<file path="config.mk">
export PLATFORM = sky130hd
export DESIGN_NAME = control_unit
export DESIGN_NICKNAME = d
export VERILOG_FILES = /design/src/rtl/control_unit_pkg.sv /design/src/rtl/control_unit_decode.sv /design/src/rtl/control_unit.sv
export SDC_FILE = /design/constraint.sdc
export NUM_CORES = 1
export LEC_CHECK = 0
export BUFFER_PORTS_ARGS = -buffer_cell sky130_fd_sc_hd__buf_4
export CORE_MARGIN = 2
export CORE_UTILIZATION = 40
export CTS_CLUSTER_DIAMETER = 60
export CTS_CLUSTER_SIZE = 30
export DETAILED_ROUTE_END_ITERATION = 8
export GPL_ROUTABILITY_DRIVEN = 0
export PLACE_DENSITY_LB_ADDON = 0.15
export REMOVE_ABC_BUFFERS = 1
export SYNTH_ARGS = -nofsm -noshare
export SYNTH_HDL_FRONTEND = slang
export SYNTH_SLANG_ARGS = --single-unit
</file>
<file path="constraint.sdc">
create_clock -name Clock -period 1.69 [get_ports Clock]
set_input_delay 0.2535 -clock Clock [delete_from_list [all_inputs] [get_ports Clock]]
set_output_delay 0.2535 -clock Clock [all_outputs]
set_load 0.02 [all_outputs]
</file>
<file path="src/rtl/control_unit_pkg.sv">
// Shared definitions for the hardwired control sequencer: opcodes, ALU codes,
// state encoding and the instruction-class record produced by the decoder.
package control_unit_pkg;

    localparam int STATE_W = 4;

    localparam logic [4:0] ADD_OP  = 5'b00011;
    localparam logic [4:0] ALU_AND = 5'b00101;
    localparam logic [4:0] ALU_OR  = 5'b00110;

    localparam logic [4:0] OP_LD   = 5'b00000;
    localparam logic [4:0] OP_LDI  = 5'b00001;
    localparam logic [4:0] OP_ST   = 5'b00010;
    localparam logic [4:0] OP_ADD  = 5'b00011;
    localparam logic [4:0] OP_ROL  = 5'b01011;
    localparam logic [4:0] OP_ADDI = 5'b01100;
    localparam logic [4:0] OP_ANDI = 5'b01101;
    localparam logic [4:0] OP_ORI  = 5'b01110;
    localparam logic [4:0] OP_MUL  = 5'b01111;
    localparam logic [4:0] OP_DIV  = 5'b10000;
    localparam logic [4:0] OP_NEG  = 5'b10001;
    localparam logic [4:0] OP_NOT  = 5'b10010;
    localparam logic [4:0] OP_MFHI = 5'b10110;
    localparam logic [4:0] OP_MFLO = 5'b10111;
    localparam logic [4:0] OP_NOP  = 5'b11010;
    localparam logic [4:0] OP_HALT = 5'b11011;

    typedef enum logic [STATE_W-1:0] {
        S_RESET  = 4'd0,
        S_T0     = 4'd1,
        S_T1     = 4'd2,
        S_T2     = 4'd3,
        S_T3     = 4'd4,
        S_T4     = 4'd5,
        S_T5     = 4'd6,
        S_T6     = 4'd7,
        S_T7     = 4'd8,
        S_HALTED = 4'd9
    } state_e;

    typedef struct packed {
        logic alu3;
        logic imm;
        logic muldiv;
        logic unary;
        logic mfx;
        logic ld;
        logic ldi;
        logic st;
        logic nop;
        logic halt;
    } instr_class_t;

    // Immediate forms reuse the register-form ALU codes.
    function automatic logic [4:0] imm_alu_code(input logic [4:0] op);
        case (op)
            OP_ADDI: imm_alu_code = ADD_OP;
            OP_ANDI: imm_alu_code = ALU_AND;
            OP_ORI:  imm_alu_code = ALU_OR;
            default: imm_alu_code = 5'b00000;
        endcase
    endfunction

endpackage

</file>
<file path="src/rtl/control_unit_decode.sv">
// Combinational opcode classifier: IR[31:27] -> one-hot instruction class.
// Anything not recognised is treated as nop.
module control_unit_decode
    import control_unit_pkg::*;
(
    input  logic [4:0]   op_i,
    output instr_class_t cls_o
);

    always_comb begin
        cls_o = '0;
        case (op_i) inside
            OP_LD:             cls_o.ld     = 1'b1;
            OP_LDI:            cls_o.ldi    = 1'b1;
            OP_ST:             cls_o.st     = 1'b1;
            [OP_ADD:OP_ROL]:   cls_o.alu3   = 1'b1;
            [OP_ADDI:OP_ORI]:  cls_o.imm    = 1'b1;
            OP_MUL, OP_DIV:    cls_o.muldiv = 1'b1;
            OP_NEG, OP_NOT:    cls_o.unary  = 1'b1;
            OP_MFHI, OP_MFLO:  cls_o.mfx    = 1'b1;
            OP_HALT:           cls_o.halt   = 1'b1;
            default:           cls_o.nop    = 1'b1;
        endcase
    end

endmodule

</file>
<file path="src/rtl/control_unit.sv">
// Hardwired control sequencer: state register, next-state logic and per-state
// strobe decode. Define CU_MEM_WAIT_EN to add mem_ready wait states.
module control_unit
    import control_unit_pkg::*;
(
    input  logic        Clock,
    input  logic        clear,
    input  logic [31:0] IR,
    input  logic        Stop,
`ifdef CU_MEM_WAIT_EN
    input  logic        mem_ready,
`endif
    output logic PCout, Zhighout, Zlowout, MDRout, HIout, LOout, Cout, BAout,
    output logic PCin, IRin, MARin, MDRin, Yin, Zin, HIin, LOin,
    output logic Gra, Grb, Grc, Rin, Rout,
    output logic IncPC, Read, Write,
    output logic [4:0] opcode,
    output logic Run,
    output logic [STATE_W-1:0] dbg_state_o
);

    state_e       state_q, state_d;
    instr_class_t cls;
    logic         mem_wait;
    logic [4:0]   op;
    logic         unused_ir;

    assign op        = IR[31:27];
    assign unused_ir = ^IR[26:0];
    assign dbg_state_o = state_q;

`ifdef CU_MEM_WAIT_EN
    assign mem_wait = ~mem_ready;
`else
    assign mem_wait = 1'b0;
`endif

    control_unit_decode u_decode (
        .op_i  (op),
        .cls_o (cls)
    );

    always_comb begin
        state_d = state_q;
        case (state_q)
            S_RESET:  state_d = S_T0;
            S_T0:     state_d = Stop ? S_HALTED : S_T1;
            S_T1:     state_d = mem_wait ? S_T1 : S_T2;
            S_T2:     state_d = cls.halt ? S_HALTED : (cls.nop ? S_T0 : S_T3);
            S_T3:     state_d = cls.mfx ? S_T0 : S_T4;
            S_T4:     state_d = cls.unary ? S_T0 : S_T5;
            S_T5:     state_d = (cls.alu3 | cls.imm | cls.ldi) ? S_T0 : S_T6;
            S_T6: begin
                if (cls.muldiv)                  state_d = S_T0;
                else if (cls.ld && mem_wait)     state_d = S_T6;
                else                             state_d = S_T7;
            end
            S_T7:     state_d = (cls.st && mem_wait) ? S_T7 : S_T0;
            S_HALTED: state_d = S_HALTED;
            default:  state_d = S_RESET;
        endcase
    end

    always_ff @(posedge Clock) begin
        if (clear) state_q <= S_RESET;
        else       state_q <= state_d;
    end

    always_comb begin
        {PCout, Zhighout, Zlowout, MDRout, HIout, LOout, Cout, BAout} = '0;
        {PCin, IRin, MARin, MDRin, Yin, Zin, HIin, LOin}              = '0;
        {Gra, Grb, Grc, Rin, Rout, IncPC, Read, Write}                = '0;
        opcode = 5'b00000;
        Run    = (state_q != S_RESET) && (state_q != S_HALTED);
        case (state_q)
            S_T0: if (!Stop) {PCout, MARin, IncPC, Zin} = '1;
            S_T1: {Zlowout, PCin, Read, MDRin} = '1;
            S_T2: {MDRout, IRin} = '1;
            S_T3: begin
                if (cls.alu3 | cls.imm)          {Grb, Rout, Yin} = '1;
                if (cls.muldiv)                  {Gra, Rout, Yin} = '1;
                if (cls.ld | cls.ldi | cls.st)   {Grb, BAout, Yin} = '1;
                if (cls.unary) begin
                    {Grb, Rout, Zin} = '1;
                    opcode = op;
                end
                if (cls.mfx) begin
                    HIout = (op == OP_MFHI);
                    LOout = (op == OP_MFLO);
                    {Gra, Rin} = '1;
                end
            end
            S_T4: begin
                if (cls.alu3 | cls.muldiv) begin
                    Grc = cls.alu3;
                    Grb = cls.muldiv;
                    {Rout, Zin} = '1;
                    opcode = op;
                end
                if (cls.imm) begin
                    {Cout, Zin} = '1;
                    opcode = imm_alu_code(op);
                end
                if (cls.ld | cls.ldi | cls.st) begin
                    {Cout, Zin} = '1;
                    opcode = ADD_OP;
                end
                if (cls.unary) {Zlowout, Gra, Rin} = '1;
            end
            S_T5: begin
                if (cls.alu3 | cls.imm | cls.ldi) {Zlowout, Gra, Rin} = '1;
                if (cls.muldiv)                   {Zlowout, LOin} = '1;
                if (cls.ld | cls.st)              {Zlowout, MARin} = '1;
            end
            S_T6: begin
                if (cls.muldiv) {Zhighout, HIin} = '1;
                if (cls.ld)     {Read, MDRin} = '1;
                if (cls.st)     {Gra, Rout, MDRin} = '1;
            end
            S_T7: begin
                if (cls.ld) {MDRout, Gra, Rin} = '1;
                if (cls.st) Write = 1'b1;
            end
            default: ;
        endcase
    end

endmodule

</file>
# Yosys cells after proc, flatten, opt, wreduce, memory -nomap -nowiden
# Index checks and enable logic that the tools add are counted.
[op_classes] order_cmp=4 eq_ne=22 muxes=118 bitwise_logic=6 n_reduce_logical=10
[ops] operator="two-way mux 1 bit" n=94
[ops] operator="one-hot mux 4 bit (9 select lines)" n=1
[ops] operator="equality test 5 bit (second input constant)" n=6
[ops] operator="equality test 5 x 4 -> 1 bit (second input constant)" n=4
[ops] operator="two-way mux 5 bit" n=4
[ops] operator="equality test 4 x 3 -> 1 bit (second input constant)" n=4
[ops] operator="two-way mux 3 bit" n=4
[ops] operator="two-way mux 4 bit" n=3
[ops] operator="<= comparator 5 x 4 -> 1 bit (second input constant)" n=2
[ops] operator="one-hot mux 1 bit (2 select lines)" n=5
[ops] operator="one-hot mux 5 bit (2 select lines)" n=1
[ops] operator="one-hot mux 1 bit (3 select lines)" n=3
[ops] operator="one-hot mux 3 bit (3 select lines)" n=1
[ops] operator="equality test 4 x 2 -> 1 bit (second input constant)" n=2
[ops] operator="equality test 4 bit (second input constant)" n=2
[ops] operator="OR reduction 2 bit" n=4
[ops] operator="bitwise OR 1 bit" n=6
[ops] operator="equality test 5 x 1 -> 1 bit (second input constant)" n=1
[ops] operator="equality test 5 x 2 -> 1 bit (second input constant)" n=1
[ops] operator="greater-or-equal comparator 5 x 2 -> 1 bit (second input constant)" n=1
[ops] operator="greater-or-equal comparator 5 x 4 -> 1 bit (second input constant)" n=1
[ops] operator="zero test 5 bit" n=1
[ops] operator="one-hot mux 1 bit (5 select lines)" n=1
[ops] operator="equality test 4 x 1 -> 1 bit (second input constant)" n=1
[ops] operator="other kinds (5)" n=7
[word_totals] regBits=4

# Longest topological paths before layout
# Gate-level depths: netlist (run 1).
[logic_depth] word_depth=13 ltp_mapped=6

# Modules after synthesis
# Synthesis (run 1) repeated with hierarchy kept, for this count alone.
[hier_totals] cells_unflattened=140 area_unflattened_um2=1008.5
[by_module_without_submodules] mod="control_unit" n_inst=1 cells_per_inst=117 area_each_um2=853.3 seq_area_each_um2=80.1
[by_module_without_submodules] mod="control_unit_decode" n_inst=1 cells_per_inst=23 area_each_um2=155.1 seq_area_each_um2=0.0

# Worst setup path after synthesis (run 1)
# OpenSTA, ideal clock, no wires.
[synth_timing] path_kind="input port to output port" startpoint="in IR[27]" endpoint="out Zhighout" t_arrival_ns=1.792 required_ns=1.436 slack_ns=-0.356 path_stages=5 path_buffers=2 path_cell_list="buf_2 -> or3b_4 -> o22a_1 -> nor3_1 -> buf_4"
[synth_between] elab_chain_cells=10 word_cells_on_any_way=20
[synth_lines] element="from (decl)" line="control_unit.sv:8" rtl="input logic [31:0] IR,"
[synth_lines] element="branches (longest 7 deep; another with greater-or-equal comparator 5 x 4 -> 1 bit)"
[synth_lines] element="two-way mux 1 bit *" line="control_unit_decode.sv:12" rtl="case (op_i) inside"
[synth_lines] element="two-way mux 1 bit * (2 in series)"
[synth_lines] element="to (decl)" line="control_unit.sv:13" rtl="output logic PCout, Zhighout, Zlowout, MDRout, HIout, LOout, Cout, BAout,"
# Every way passes the cells marked *.

# Final worst setup path (run 1)
[layout_timing] startpoint="reg state_q[3] (netlist: dbg_state_o[3])" endpoint="out Zin"
[layout_between] elab_chain_cells=2 word_cells_on_any_way=4
[layout_lines] element="from (decl)" line="control_unit.sv:22" rtl="state_e state_q, state_d;"
[layout_lines] element="from (signal assigned)" line="control_unit.sv:66" rtl="else state_q <= state_d;"
[layout_lines] element="equality test 4 x 3 -> 1 bit or equality test 4 x 1 -> 1 bit (tied branches)" line="control_unit.sv:75" rtl="case (state_q)"
[layout_lines] element="one-hot mux 1 bit (3 select lines) *" line="control_unit.sv:75"
[layout_lines] element="to (decl)" line="control_unit.sv:14" rtl="output logic PCin, IRin, MARin, MDRin, Yin, Zin, HIin, LOin,"
# Mark *: on every way between the ends. The rest lies on a longest branch, timed or not.

==> results by group, run 1 <==
Run status
  • Status: finished, violations left
  • Violated checks: negative setup slack

Routing
  • Number of DRC markers in iteration 0: 70
  • Via count: 1524
  • Met2 routed WL: approximately 2.3 mm
  • Met3 wire len: about 370 um
  • ANT nets after route: 0
  • DR pass1 iterations: 5
  • Met1 WL: about 1.8 mm
  • Top Metal Used: met4
  • Vias/cell: between 6 and 7
  • DR WL/cell: 18.82 um
  • DRC: 0
  • Post-Route WL: 4.630 mm

Clock network
  • CTS root buffer: clkbuf_4
  • CTS tree: done
  • CTS Buf Count: 3
  • Clk_lat worst skew: about 260 ps
  • Post-CTS Hold Fix Bufs: 0
  • Clock Pin Slew Worst Setup and Hold Paths: ~50 ps
  • Max Root-Sink Buffers: 2
  • Depth of the CTS H-tree: 1
  • Clk sinks: 4

Critical path
  • Largest stage delay, worst path: 580 ps
  • FF-to-FF End: dbg_state_o[3]
  • Crit-path max FO: 4
  • Worst Path Arrival: ~1600 ps
  • Crit path launch: dbg_state_o[3]
  • CP required: about 1400 ps
  • Reg2reg setup slack: approximately 30 ps
  • Worst flop-to-flop path startpoint: dbg_state_o[3]
  • CP cell instances: buf_6 > or4_4 > o211ai_1 > buf_4
  • Crit start category: flip-flop
  • Worst setup path category: flip-flop to output port
  • R2R cell count: 5
  • Crit-path leading delay family: simple AND/OR/NAND/NOR gates
  • CP endpoint kind: output port
  • Crit path buf inv count: 2
  • Slowest-stage cell, CP: or4_4

Min path
  • End of the worst hold path: dbg_state_o[0]
  • Min-delay worst type: input pin to flip-flop
  • Worst Hold Depth: 3
  • Hold_sp: clear

GRT
  • First-pass GRT wire length: 5.899 mm
  • Initial antenna violation count: 0
  • Total GRT Usage: 28.91%
  • Vias in the first global route: around 1300
  • Largest net degree at the start of global routing: 14
  • Gr ovfl total: 0

Pwr
  • Comb power frac: approximately 65%
  • Total Power: 0.0007603 W
  • Internal Power: between 0.0004 and 0.0005 W
  • Sequential group share of total power: between 15 and 20%
  • P_leak: between 0.8 and 0.9 nW
  • Net Sw Frac: between 40% and 50%
  • Clock Power Share: 18.7%
  • Pwr/cell area: approximately 400 mW/mm2
  • Peak VDD IR: around 470 uV
  • NetSw: between 0.0003 and 0.0004 W

Floorplanning
  • Die area: 0.002662 mm2
  • I/O pin count: between 60 and 70
  • Die height: approximately 52 um
  • Core ar.: ~0.0022 mm2
  • Die X: about 52 um
  • Standard-cell row count: 17
  • Initial Util: between 40% and 50%

STA
  • PnR worst setup slack: -126.5 ps
  • Fin. max-slew vios: 0
  • RSZ-0062 raised after global routing: true
  • Fin. Hold Viols: 0
  • Slew headroom: 60.70%
  • Maximum clock frequency: between 0.5 and 0.6 GHz
  • Slew @ Worst Pin: a little under 600 ps
  • Worst Clk Skew: around 1.2 ps
  • Tmin final: about 1800 ps
  • # setup viols final: 16
  • Crit share post-route: 107.5%
  • Worst hold margin: between 300 and 400 ps

Synth
  • #FFs+latches synth: 4
  • Commonest cells in the netlist: nor2_1, nand2_1, buf_2, nor3_1, inv_1
  • Most common flop cell mapped by yosys: dfxtp_1
  • Async SR Flop Fraction: 0%
  • Mean post-synth cell area: about 6.5 um2
  • Seq/Total Area, Yosys: just under 9%
  • Cell taking the most area after synthesis: dfxtp_1
  • Synth area leaders: dfxtp_1, nor2_1, buf_2, nor3_1, nand2_1
  • Top cell type's share of synthesized area: under 10%
  • Most numerous cell in the Yosys netlist: nor2_1
  • Synth unique cells: 49
  • Mapped cell area: about 900 um2
  • Post-synth EDFFs: 0
  • Post-Syn Instances: 140
  • Synth Warn #: 0

Placed design
  • Port Buffers: between 40 and 50
  • Post-DP HPWL: around 2.7 mm

Layout
  • Nets: between 200 and 300
  • Fill cell count: 107
  • N_diodes: 0
  • Register Area: ~90 um2
  • Max reg flops: 4
  • Multi-input logic area: approximately 940 um2
  • Area grow syn2layout: 107.9%
  • Proportion of layout cells with a drive suffix above 1: around 64%

Run
  • Max-capacitance violation count: 0
==> kinds of logic (layout without fill, tap and decap cells) <==
logic type,after synthesis,after routing,share of synthesized area [%]
flops,4,4,8.840
simple gates,70,70,43.10
buf+inv,23,101,13.26
mux,1,1,1.105
xor+xnor,3,3,2.901
compound gates,39,39,30.80
==> through the flow <==
stage / instance area (um2) / TNS, ps / instances / setup WS [ps] / util (%)
floorplan: 812.0 / -3695 / 124 / -456.0 / -
global placement: 1410 / -159.4 / 227 / -44.00 / 64.99
detailed placement: 1410 / -403.2 / 227 / -101.3 / 64.99
CTS: 1628 / -1172 / 233 / -118.8 / 75.03
global route: 1883 / -1984 / 246 / -159.8 / 86.79
finish: 1883 / -1062 / 246 / -126.5 / 86.79
==> power groups by stage <==
stage	logic (W)	clock network [W]	registers, W
detailed placement	0.000355	0	0.000113
global placement	0.000348	0	0.000112
CTS	0.000405	0.000131	0.000118
floorplan	0.000146	0	0.000136
global route	0.000518	0.000151	0.000122
finish	0.000498	0.000142	0.000121
==> final cells by class <==
class / instances / area share, %
tap: 28 / 1.860
sequential: 4 / 4.784
inverter: 7 / 1.528
timing repair buffer: 91 / 40.73
clock buffer: 3 / 1.196
multi-input combinational: 113 / 49.90
==> how the worst max path moves through the flow <==
stage               endpoint  cells past startpoint
floorplan               HIin                      2
global placement    Zhighout                      5
detailed placement     MARin                      7
CTS                     Rout                      6
global route             Zin                      4
finish                   Zin                      4
==> cells in the final DEF, fill, tap and decap left out, drive strengths merged, types with 3 or more instances in the layout <==
cell	instances
nand2	11
nand2b	6
a32oi	3
and3	4
nor2	20
o21ai	8
nor3	12
clkbuf	4
dfxtp	4
o22ai	4
a31oi	6
a21oi	5
inv	7
buf	90
==> worst reg2reg max path, delay by kind of cell (launching register included) <==
family	cells	cell delay (ps)
AO/OA/AOI/OAI	2	850
buffers and inverters	2	280
flip-flops	1	320
AND/OR/NAND/NOR	1	140
==> timing repair <==
item	in CTS	in global routing
buffers inserted	3	14
gates resized for setup	39	40
hold endpoints to repair	0	0
pin swaps	14	25
setup endpoints to repair	25	30
==> metal layers <==
metal,track usage (%),up-vias
met4,5.702,0
met1,37.59,734
met2,51.07,90
met5,0,-
met3,3.736,21
li1,-,679
Note: power is estimated with default switching activity, not from simulation.
==> run 2, diff against run 1 <==
--- a/config.mk
+++ b/config.mk
@@ -14,6 +14,7 @@
 export GPL_ROUTABILITY_DRIVEN = 0
 export PLACE_DENSITY_LB_ADDON = 0.15
 export REMOVE_ABC_BUFFERS = 1
+export SKIP_CTS_REPAIR_TIMING = 1
 export SYNTH_ARGS = -nofsm -noshare
 export SYNTH_HDL_FRONTEND = slang
 export SYNTH_SLANG_ARGS = --single-unit
==> results by group, run 2 (synthesis results as in run 1) <==
Clock network
  • Clock Pin Slew Worst Setup and Hold Paths: 40 ps (about the same)
  • CTS root buffer: clkbuf_4
  • CTS Buf Count: 3 (unchanged)
  • Depth of the CTS H-tree: 1 (unchanged)
  • Max Root-Sink Buffers: 2 (unchanged)
  • Clk_lat worst skew: 240 ps (-20 ps)
  • CTS tree: done
  • Clk sinks: 4 (unchanged)

Critical path
  • Crit-path leading delay family: compound AO/OA/AOI/OAI gates
  • CP endpoint kind: output port
  • Worst setup path category: flip-flop to output port
  • Worst Path Arrival: 1550 ps (about the same)
  • Crit path buf inv count: 2 (unchanged)
  • CP required: 1440 ps (about the same)
  • Slowest-stage cell, CP: dfxtp_2
  • R2R cell count: 5 (unchanged)
  • Critical Path Stages: 6 (+2)
  • Largest stage delay, worst path: 320 ps (-260 ps)
  • Crit-path max FO: 5 (+1)
  • CP cell instances: buf_6 > nand4bb_4 > a211oi_4 > a31oi_4 > o211ai_1 > buf_4
  • Crit start category: flip-flop
  • Reg2reg setup slack: 320 ps (+290 ps)

STA
  • Fin. Hold Viols: 0 (unchanged)
  • Tmin final: 1805 ps (-11.84 ps)
  • Slew headroom: 65.07% (+4.4 points)
  • Maximum clock frequency: 0.5541 GHz (+0.66%)
  • # setup viols final: 16 (unchanged)
  • Final setup TNS: -888.2 ps (+173.5 ps)
  • RSZ-0062 raised after global routing: true
  • Worst Clk Skew: 1.731 ps (+0.5427 ps)
  • Fin. max-slew vios: 0 (unchanged)
  • Worst hold margin: 365.0 ps (+45.98 ps)
  • Crit share post-route: 106.8% (-0.70 points)
  • Slew @ Worst Pin: 519.4 ps (-62.45 ps)
  • PnR worst setup slack: -114.6 ps (+11.84 ps)

Run status
  • Status: finished, violations left
  • Violated checks: negative setup slack

Pwr
  • Total Power: 0.0006987 W (-8.1%)
  • Peak VDD IR: 490.3 uV (+3.9%)
  • P_leak: 0.7927 nW (-7.0%)
  • Pwr/cell area: 398.0 mW/mm2 (-1.4%)

Layout
  • N_diodes: 0 (unchanged)
  • Final cell count without fillers: 236 (-4.1%)
  • Commonest cells after routing, fill and taps aside: buf_4, nor2_1, buf_6
  • Proportion of layout cells with a drive suffix above 1: 59.13% (-5.1 points)
  • Max reg flops: 4 (unchanged)
  • Area grow syn2layout: 93.78%
  • Nets: 245 (-3.9%)
  • Commonest non-fill, non-tap cell in the layout: buf_4

GRT
  • Largest net degree at the start of global routing: 14 (unchanged)
  • Grt met2 use: 46.15% (-4.9 points)
  • Initial antenna violation count: 0 (unchanged)
  • First-pass GRT wire length: 5.430 mm (-8.0%)
  • Total GRT Usage: 26.34% (-2.6 points)
  • Gr ovfl total: 0 (unchanged)
  • Vias in the first global route: 1224 (-4.9%)
  • Grt met1 use: 33.57% (-4.0 points)
  • GR peak layer: met2
  • GRT met3 Usage: 5.172% (+1.4 points)

Routing
  • Via count: 1422 (-6.7%)
  • Post-Route WL: 3.970 mm (-14%)
  • DR WL/cell: 16.82 um (-11%)
  • DRC: 0 (unchanged)
  • Vias/cell: 6.025 (-2.7%)
  • DR pass1 iterations: 4 (-1)
  • Number of DRC markers in iteration 0: 60 (-14%)
  • ANT nets after route: 0 (unchanged)

Run
  • Max-capacitance violation count: 0 (unchanged)

Min path
  • Worst Hold Depth: 3 (unchanged)
  • Min-delay worst type: input pin to flip-flop

Placed design
  • Placed Cells incl. Taps: 227 (unchanged)
  • Post-Place Setup Slack: -101.3 ps (unchanged)
  • Port Buffers: 41 (unchanged)
  • Post-DP HPWL: 2.668 mm (unchanged)

Floorplanning
  • Die area: 0.002662 mm2 (unchanged)
  • Die height: 51.59 um (unchanged)
  • I/O pin count: 69 (unchanged)
  • Die X: 51.59 um (unchanged)
  • Standard-cell row count: 17 (unchanged)
  • Initial Util: 41.75% (unchanged)
  • Core ar.: 0.002170 mm2 (unchanged)
-- run 2: worst register-to-register path, stage by stage (launching register included) --
cell	delay, ps
dfxtp_4	370
buf_6	150
nor3_4	310
buf_4	170
a22oi_1	70
a21oi_1	210
-- run 2: cell type report --
cell class              count  area (um2)
multi-input cells         113       888.4
inverters                   7       28.78
well taps                  28       35.03
repair buffers             81       690.7
clock buffers               3       22.52
fillers                   136       414.1
flip-flops and latches      4       90.09
-- run 2: metrics by stage --
step	area [um2]	util (%)
floorplan	812.0	-
global placement	1410	64.99
detailed placement	1410	64.99
CTS	1433	66.03
global route	1755	80.91
finish	1755	80.91
-- run 2: routing by layer --
| layer | vias to the layer above | part of all wire (%) |
|---|---|---|
| met4 | 0 | 0.53 |
| li1 | 652 | - |
| met2 | 76 | 51 |
| met3 | 2 | 7.6 |
| met1 | 692 | 40 |
| met5 | - | 0 |
-- run 2: path summary, 6_finish.rpt --
kind	start	to
worst min-delay path	clear	dbg_state_o[0]
worst min register to register	dbg_state_o[3]	dbg_state_o[1]
worst max register to register	dbg_state_o[0]	dbg_state_o[2]
worst max-delay path	dbg_state_o[3]	Rout
-- run 2: where the power goes --
group	internal [W]	total, W	switching [W]	leakage [nW]
Combinational	0.000213	0.000451	0.000238	0.744
Sequential	0.000104	0.000120	0.0000154	0.0349
Clock	0.0000800	0.000128	0.0000481	0.0138
Total	0.000398	0.000699	0.000301	0.793
